**config.mk**
```make
export PLATFORM = sky130hd
export DESIGN_NAME = mod_n_bcd_counter
export DESIGN_NICKNAME = d
export VERILOG_FILES = /design/src/rtl/clock_pkg.sv /design/src/rtl/bcd_digit_cell.sv /design/src/rtl/mod_n_bcd_counter.sv
export SDC_FILE = /design/constraint.sdc
export NUM_CORES = 1
export LEC_CHECK = 0
export ABC_AREA = 1
export CAP_MARGIN = 20
export CORE_MARGIN = 4
export CORE_UTILIZATION = 48
export CTS_CLUSTER_SIZE = 20
export DETAILED_ROUTE_END_ITERATION = 12
export PLACE_DENSITY = 0.71
export SLEW_MARGIN = 20
export SYNTH_ARGS = -nofsm -noshare
export SYNTH_HDL_FRONTEND = slang
export SYNTH_SLANG_ARGS = --single-unit
```
**constraint.sdc**
```tcl
create_clock -name clk -period 2.1 [get_ports clk]
set_input_delay 0.42 -clock clk [delete_from_list [all_inputs] [get_ports clk]]
set_output_delay 0.42 -clock clk [all_outputs]
set_load 0.005 [all_outputs]
```
**src/rtl/clock_pkg.sv**
```systemverilog
// Shared constants and helpers for the digital-clock BCD counters.
package clock_pkg;

  localparam int BCD_W      = 4;
  localparam int MAX_DIGITS = 4;

  // Packed BCD of v, LSD at [3:0]; digits above 'digits' are left zero.
  function automatic logic [BCD_W*MAX_DIGITS-1:0] to_bcd(input int v, input int digits);
    logic [BCD_W*MAX_DIGITS-1:0] r;
    int x;
    r = '0;
    x = v;
    for (int k = 0; k < MAX_DIGITS; k++) begin
      if (k < digits) r[BCD_W*k +: BCD_W] = 4'(x % 10);
      x = x / 10;
    end
    return r;
  endfunction

endpackage

```
**src/rtl/bcd_digit_cell.sv**
```systemverilog
// One BCD digit: clear/load/increment/decrement with ripple carry and borrow.
module bcd_digit_cell
  import clock_pkg::*;
#(
  parameter logic [BCD_W-1:0] RESET_DIGIT = '0
) (
  input  logic             clk,
  input  logic             rst_n,
  input  logic             inc,
  input  logic             dec,
  input  logic             clear,
  input  logic             load,
  input  logic [BCD_W-1:0] load_val,
  output logic [BCD_W-1:0] digit,
  output logic             carry_out,
  output logic             borrow_out
);

  assign carry_out  = inc && (digit == 4'd9);
  assign borrow_out = dec && (digit == 4'd0);

  // Non-BCD codes step back into 0..9 rather than propagating garbage.
  always_ff @(posedge clk) begin
    if (!rst_n)     digit <= RESET_DIGIT;
    else if (clear) digit <= '0;
    else if (load)  digit <= load_val;
    else if (inc)   digit <= (digit >= 4'd9) ? 4'd0 : digit + 4'd1;
    else if (dec)   digit <= (digit == 4'd0 || digit > 4'd9) ? 4'd9 : digit - 4'd1;
  end

endmodule

```
**src/rtl/mod_n_bcd_counter.sv**
```systemverilog
// Multi-digit BCD modulo-N counter: tick-driven run mode, button-driven set mode.
module mod_n_bcd_counter
  import clock_pkg::*;
#(
  parameter int MOD_N       = 60,
  parameter int DIGITS      = 2,
  parameter int RESET_VALUE = 0
) (
  input  logic                clk,
  input  logic                rst_n,
  input  logic                tick_en,
  input  logic                set_mode,
  input  logic                up_n,
  input  logic                down_n,
  output logic [4*DIGITS-1:0] bcd_out,
  output logic                tc,
  output logic                carry_out
);

  localparam int W = BCD_W * DIGITS;
  localparam logic [BCD_W*MAX_DIGITS-1:0] TOP_FULL = to_bcd(MOD_N - 1, DIGITS);
  localparam logic [BCD_W*MAX_DIGITS-1:0] RST_FULL = to_bcd(RESET_VALUE, DIGITS);
  localparam logic [W-1:0] TOP_BCD = TOP_FULL[W-1:0];

  logic [2:0]  up_sync, down_sync;
  logic        up_p, down_p;
  logic        inc_en, dec_en, clr_all, load_top, carry_d;
  logic        bad_digit, at_top, at_zero, wrap_hi;
  logic [DIGITS:0] inc_c, dec_c;
  logic [W-1:0] value;

  // [0],[1] synchronise; [2] is the previous sample for falling-edge detect.
  always_ff @(posedge clk) begin
    if (!rst_n) begin
      up_sync   <= 3'b111;
      down_sync <= 3'b111;
      up_p      <= 1'b0;
      down_p    <= 1'b0;
      carry_out <= 1'b0;
    end else begin
      up_sync   <= {up_sync[1:0], up_n};
      down_sync <= {down_sync[1:0], down_n};
      up_p      <= up_sync[2] & ~up_sync[1];
      down_p    <= down_sync[2] & ~down_sync[1];
      carry_out <= carry_d;
    end
  end

  always_comb begin
    bad_digit = 1'b0;
    for (int k = 0; k < DIGITS; k++)
      if (value[BCD_W*k +: BCD_W] > 4'd9) bad_digit = 1'b1;
  end

  assign at_top  = (value == TOP_BCD);
  assign at_zero = (value == '0);
  // With valid digits the BCD vector orders like the number it encodes.
  assign wrap_hi = at_top || bad_digit || (value > TOP_BCD);

  always_comb begin
    inc_en   = 1'b0;
    dec_en   = 1'b0;
    clr_all  = 1'b0;
    load_top = 1'b0;
    carry_d  = 1'b0;
    if (!set_mode) begin
      if (tick_en) begin
        if (wrap_hi) begin
          clr_all = 1'b1;
          carry_d = at_top;
        end else begin
          inc_en = 1'b1;
        end
      end
    end else if (up_p && !down_p) begin
      if (wrap_hi) clr_all = 1'b1;
      else         inc_en  = 1'b1;
    end else if (down_p && !up_p) begin
      if (at_zero || bad_digit || value > TOP_BCD) load_top = 1'b1;
      else                                         dec_en   = 1'b1;
    end
  end

  assign inc_c[0] = inc_en;
  assign dec_c[0] = dec_en;

  for (genvar k = 0; k < DIGITS; k++) begin : g_digit
    bcd_digit_cell #(
      .RESET_DIGIT(RST_FULL[BCD_W*k +: BCD_W])
    ) u_cell (
      .clk       (clk),
      .rst_n     (rst_n),
      .inc       (inc_c[k]),
      .dec       (dec_c[k]),
      .clear     (clr_all),
      .load      (load_top),
      .load_val  (TOP_BCD[BCD_W*k +: BCD_W]),
      .digit     (value[BCD_W*k +: BCD_W]),
      .carry_out (inc_c[k+1]),
      .borrow_out(dec_c[k+1])
    );
  end

  assign bcd_out = value;
  assign tc      = at_top;

endmodule
```
Word-level counts from Yosys, hierarchy flattened
Cells that the tools add are included.
{"block": "op_classes", "addsub": 4, "n_mul": 0, "n_div": 0, "n_lt_le_gt_ge": 5, "eq_ne": 2, "shifts": 0, "muxes": 28, "bitwise": 7, "n_reduce_logical": 22}
{"operator": "two-way mux 4 bit", "count": 9}
{"operator": "two-way mux 1 bit", "count": 18}
{"operator": "adder 4 x 1 -> 4 bit (second input constant)", "count": 2}
{"operator": "== test 8 x 7 -> 1 bit (second input constant)", "count": 1}
{"operator": "greater-or-equal comparator 4 bit (second input constant)", "count": 2}
{"operator": "greater-than comparator 4 bit (second input constant)", "count": 2}
{"operator": "greater-than comparator 8 x 7 -> 1 bit (second input constant)", "count": 1}
{"operator": "zero test 4 bit", "count": 2}
{"operator": "zero test 8 bit", "count": 1}
{"operator": "subtractor 4 x 1 -> 4 bit (second input constant)", "count": 2}
{"operator": "logical OR 1 bit", "count": 6}
{"operator": "nonzero test 3 bit", "count": 2}
{"operator": "NOT 1 bit", "count": 5}
{"operator": "== test 4 bit (second input constant)", "count": 1}
{"operator": "logical AND 1 bit", "count": 4}
{"operator": "nonzero test 2 bit", "count": 2}
{"operator": "OR reduction 4 bit", "count": 1}
{"operator": "two-way mux 3 bit", "count": 1}
{"operator": "OR reduction 3 bit", "count": 1}
{"operator": "AND 1 bit", "count": 2}
{"operator": "zero test 1 bit", "count": 2}
{"operator": "OR reduction 2 bit", "count": 1}
{"block": "word_totals", "regBits": 17, "latchBits": 0, "mem_bits_rw": 0, "rom_bits": 0, "out_inout_bits": 10, "elab_cells": 77, "memories": 0}

Longest topological paths before layout
{"block": "logic_depth", "ltp_word": 13, "mapped_depth": 15}

Cells and area by module
A second synthesis with hierarchy kept.
{"block": "unflattened", "hier_cells": 207, "area_unflattened_um2": 1297.5}
{"module": "bcd_digit_cell", "n_inst": 2, "cells_per_inst": 72, "area_per_inst_um2": 415.4}
{"module": "mod_n_bcd_counter", "n_inst": 1, "cells_per_inst": 63, "area_per_inst_um2": 466.7}

Least setup slack after synthesis
OpenSTA, ideal clock, no wires.
{"block": "synth_path", "kind": "flip-flop to flip-flop", "start": "register g_digit[1].u_cell.digit[0]", "end": "register g_digit[0].u_cell.digit[1]", "arrival_ns": 1.527, "path_slack_ns": 0.458, "path_stages_with_launch": 13, "path_buffers": 0, "synth_period_minus_slack_ns": 1.642, "cell_sequence": "dfxtp_1 -> inv_1 -> ha_1 -> a21oi_1 -> nand2_2 -> nand2_2 -> nor2_1 -> nand2_2 -> inv_1 -> nand2_1 -> nand2_2 -> o21ai_0 -> nor2_1"}
{"block": "synth_via", "elab_chain_len": 9, "word_cells_on_any_way": 28, "classes_between": "order compare (2); eq/ne (1); mux (18); reduce/logical (7)"}
{"element": "start: declaration", "line_no": "bcd_digit_cell.sv:14", "text": "output logic [BCD_W-1:0] digit,"}
{"element": "start signal: assignment", "line_no": "bcd_digit_cell.sv:26", "text": "else if (load) digit <= load_val;"}
{"element": "start signal: assignment", "line_no": "bcd_digit_cell.sv:27", "text": "else if (inc) digit <= (digit >= 4'd9) ? 4'd0 : digit + 4'd1;"}
{"element": "start signal: assignment", "line_no": "bcd_digit_cell.sv:28", "text": "else if (dec) digit <= (digit == 4'd0 || digit > 4'd9) ? 4'd9 : digit - 4'd1;"}
{"element": "greater-than comparator 4 bit", "line_no": "mod_n_bcd_counter.sv:52", "text": "if (value[BCD_W*k +: BCD_W] > 4'd9) bad_digit = 1'b1;"}
{"element": "two-way mux 1 bit", "line_no": "mod_n_bcd_counter.sv:52"}
{"element": "logical OR 1 bit (2 in a row)", "line_no": "mod_n_bcd_counter.sv:79", "text": "if (at_zero || bad_digit || value > TOP_BCD) load_top = 1'b1;"}
{"element": "two-way mux 1 bit", "line_no": "mod_n_bcd_counter.sv:79"}
{"element": "two-way mux 1 bit", "line_no": "mod_n_bcd_counter.sv:78", "text": "end else if (down_p && !up_p) begin"}
{"element": "two-way mux 1 bit", "line_no": "mod_n_bcd_counter.sv:75", "text": "end else if (up_p && !down_p) begin"}
{"element": "two-way mux 1 bit", "line_no": "mod_n_bcd_counter.sv:66", "text": "if (!set_mode) begin"}
{"element": "OR reduction 3 bit (no line) / nonzero test 2 bit (equally long branches)"}
{"element": "end signal: assignment", "line_no": "bcd_digit_cell.sv:26"}
{"element": "end signal: assignment", "line_no": "bcd_digit_cell.sv:27"}
{"element": "end signal: assignment", "line_no": "bcd_digit_cell.sv:28"}
{"element": "end: declaration", "line_no": "bcd_digit_cell.sv:14"}
Parallel ways exist; a longest one is shown, timed or not.
A chain may end at the register's enable or synchronous reset.

Worst setup path in the final report
{"block": "layout_path", "start": "register g_digit[1].u_cell.digit[1]", "end": "register g_digit[0].u_cell.digit[3]"}
{"block": "layout_via", "elab_chain_len": 9, "word_cells_on_any_way": 29, "classes_between": "order compare (2); eq/ne (1); mux (19); reduce/logical (7)"}
{"element": "greater-than comparator 4 bit", "line_no": "mod_n_bcd_counter.sv:52"}
{"element": "two-way mux 1 bit", "line_no": "mod_n_bcd_counter.sv:52"}
{"element": "logical OR 1 bit (on tied branches) (2 in a row)", "line_no": "mod_n_bcd_counter.sv:79, mod_n_bcd_counter.sv:58"}
{"element": "two-way mux 1 bit (on tied branches)", "line_no": "mod_n_bcd_counter.sv:79, mod_n_bcd_counter.sv:68, mod_n_bcd_counter.sv:76"}
{"element": "two-way mux 1 bit (on tied branches)", "line_no": "mod_n_bcd_counter.sv:78, mod_n_bcd_counter.sv:67, mod_n_bcd_counter.sv:75"}
{"element": "two-way mux 1 bit (on tied branches)", "line_no": "mod_n_bcd_counter.sv:75, mod_n_bcd_counter.sv:66"}
{"element": "two-way mux 1 bit / two-way mux 4 bit (equally long branches)", "line_no": "mod_n_bcd_counter.sv:66, bcd_digit_cell.sv:27"}
{"element": "nonzero test 3 bit (no line) / two-way mux 4 bit (equally long branches)"}
Parallel ways exist; a longest one is shown, timed or not.

==> metrics.txt <==
Avg Vias per Cell=4.902; CP Launch Type=flop; Detailed Place HPWL=1989 microns; Final period util=0.8963; Post-route DRC=0; Routed Antenna Nets=0; Post-Syn Area per Cell=6.992 sq um; most frequent cells in the layout=28 x nand2_1, 26 x nor2_1, 23 x inv_1; final wirelength=2421 microns; maximum VDD drop=512.1 uV; CP Max Fanout=5; antenna violations before repair=0; CP Capture Type=flop; Synth cell types=22; clock tree buffer depth=2; Cell Area, Synth=0.001154 sq mm; relative max-transition margin=0.7852; vias in the first global route=1043; Final min period=1.882 ns; Final Hold Vio Count=0; CTS Buf Count=3; Post-Place Cells=210; power per cell area=552.8 mW/mm^2; Hold Buf Count CTS=0; Starting Density=0.5117; CTS tree=yes; top cells by area, synth=dfxtp_1 30%, nand2_1 9.1%, nor2_1 8.5%, inv_1 8.1%, ha_1 7.6%; Synth Register Bits=17; Cells after Synth=165; number of flops mapped to enable cells by yosys=0; CTS clk-pin slew, worst paths=0.09 ns; root buffer cell=clkbuf_4; Finish-stage setup viols=0; layout cells sized above 1=0.1925; LEAKAGE=0.6884 nW; Core Rows=17; DR pass1 iterations=4; Total Neg Setup Slack=0 ns; Main synth FF type=dfxtp_1; GRT Total Usage=0.1619; Mapped Nets=178; RSZ-0062 raised after global routing=false; Synth top area share=0.2950; Post-synth ARST share=0; Final Core Density=0.6171; Slew @ Worst Pin=0.3221 ns; Synth Warn #=0; Congestion Overflow GR=0; PortBufs=15; Max-Cap Viols=0; cell type with the largest total area after synthesis=dfxtp_1; Max Fclk=0.5313 GHz; antenna diode count=0; core area=0.002255 sq mm; largest net degree at the start of global routing=10; Hold Crit Class=reg -> reg; I/O pin total=16; Slew Viols, Final=0; die area=0.003252 sq mm; crit path kind=reg -> reg; register area share after synthesis=0.2950; starting DRC count in detailed routing=18; final instance area=0.001391 sq mm; GP Congestion=0.9023; Worst-Skew Late Latency=0.28 ns; outcome=finished, final reports clean; Area after DPL=0.001350 sq mm; # H-tree levels=1; fillers=236; Required @ worst endpoint=2.32 ns; fin nets=201; DIE WIDTH=57.03 microns; commonest non-fill, non-tap cell in the layout=nand2_1; DR WL/cell=11.26 microns; vias post-DR=1054; first-pass GRT wire length=4278 microns; synthesis-to-finish area growth=20.61%; Worst EP arrival=2.10 ns; clock skew=0.002592 ns; final cell count without fillers=215; clk sinks=17; die height=57.03 microns
-- worst max-delay path, stage by stage (launching register included) --
cell     delay (ns)
dfxtp_1        0.34
inv_2          0.07
ha_2           0.17
nand2_1        0.05
inv_1          0.07
nand2_1        0.09
nor2_4         0.13
buf_4          0.14
inv_2          0.05
nand2_4        0.09
nand2_1        0.07
nand2_1        0.07
nand2_2        0.07
inv_1          0.13
o21ai_0        0.12
nor2_1         0.15
-- power by group --
group | internal (mW) | total, mW | switching [mW] | leakage, nW
logic | 0.106 | 0.244 | 0.138 | 0.533
clock network | 0.0737 | 0.168 | 0.0939 | 0.0150
registers | 0.339 | 0.358 | 0.0187 | 0.140
-- synth_stat cells, types with 3 or more instances --
master	n
nand2_1	28
nor2_1	26
inv_1	25
dfxtp_1	17
nand3_1	12
o21ai_0	9
ha_1	7
nand2_2	7
or2_2	6
inv_2	3
nand4_1	3
nor2_4	3
nor3_1	3
xnor2_1	3
xor2_1	3
-- logic make-up after synthesis --
kind of cell | synth area share
adders and majority gates | 0.07592
xor gates and xnor gates | 0.04556
DFF | 0.2950
AOI/OAI and AO/OA | 0.07483
buffers and inverters | 0.1009
and+or+nand+nor | 0.4078
-- through the flow --
stage / setup slack (ns) / total power, mW / hold slack [ns]
floorplan: 0.4576 / 0.5353 / 0.3924
global placement: 0.1879 / 0.6018 / 0.3959
detailed placement: 0.09229 / 0.6077 / 0.4026
CTS: 0.2188 / 0.7776 / 0.4164
global route: 0.05197 / 0.8229 / 0.4338
finish: 0.2177 / 0.7692 / 0.4120
-- layer usage --
| layer | global-route usage | part of all wire | up-vias |
|---|---|---|---|
| met5 | 0 | 0 | - |
| met4 | 0.07285 | 0.026 | 0 |
| met3 | 0.04072 | 0.041 | 8 |
| met2 | 0.2806 | 0.48 | 27 |
| met1 | 0.1863 | 0.45 | 465 |
| li1 | - | - | 554 |
-- state kept, by name, indices dropped and copies added (netlist names) --
register	cells
down_sync	3
up_sync	3
down_p	1
carry_out	1
up_p	1
g_digit.u_cell.digit	8
-- layout make-up --
| class | count | area (sq um) | share of cell area |
|---|---|---|---|
| Clock buffer | 4 | 26.28 | 0.01888 |
| Sequential cell | 17 | 344.1 | 0.2473 |
| Inverter | 28 | 105.1 | 0.07554 |
| Timing Repair Buffer | 19 | 178.9 | 0.1286 |
| Tap cell | 28 | 35.03 | 0.02518 |
| Multi-Input combinational cell | 119 | 701.9 | 0.5045 |
-- worst paths after layout --
check / start / to / slack (ns) / depth (start not counted)
hold reg to reg: up_sync[2]$_SDFF_PN1_ / up_p$_SDFF_PN0_ / 0.41 / 2
hold / removal: up_sync[2]$_SDFF_PN1_ / up_p$_SDFF_PN0_ / 0.41 / 2
setup / recovery: g_digit[1].u_cell.digit[1]$_SDFFE_PP0P_ / g_digit[0].u_cell.digit[3]$_SDFFE_PP0P_ / 0.22 / 15
setup reg to reg: g_digit[1].u_cell.digit[1]$_SDFFE_PP0P_ / g_digit[0].u_cell.digit[3]$_SDFFE_PP0P_ / 0.22 / 15
-- repair_timing --
| item | CTS | global route |
|---|---|---|
| hold endpoints to repair | 0 | 0 |
| endpoints found under the setup margin | 1 | 0 |
| buffers inserted | 1 | 0 |
| resized for setup | 7 | 0 |
Note: power is estimated with default switching activity, not from simulation.
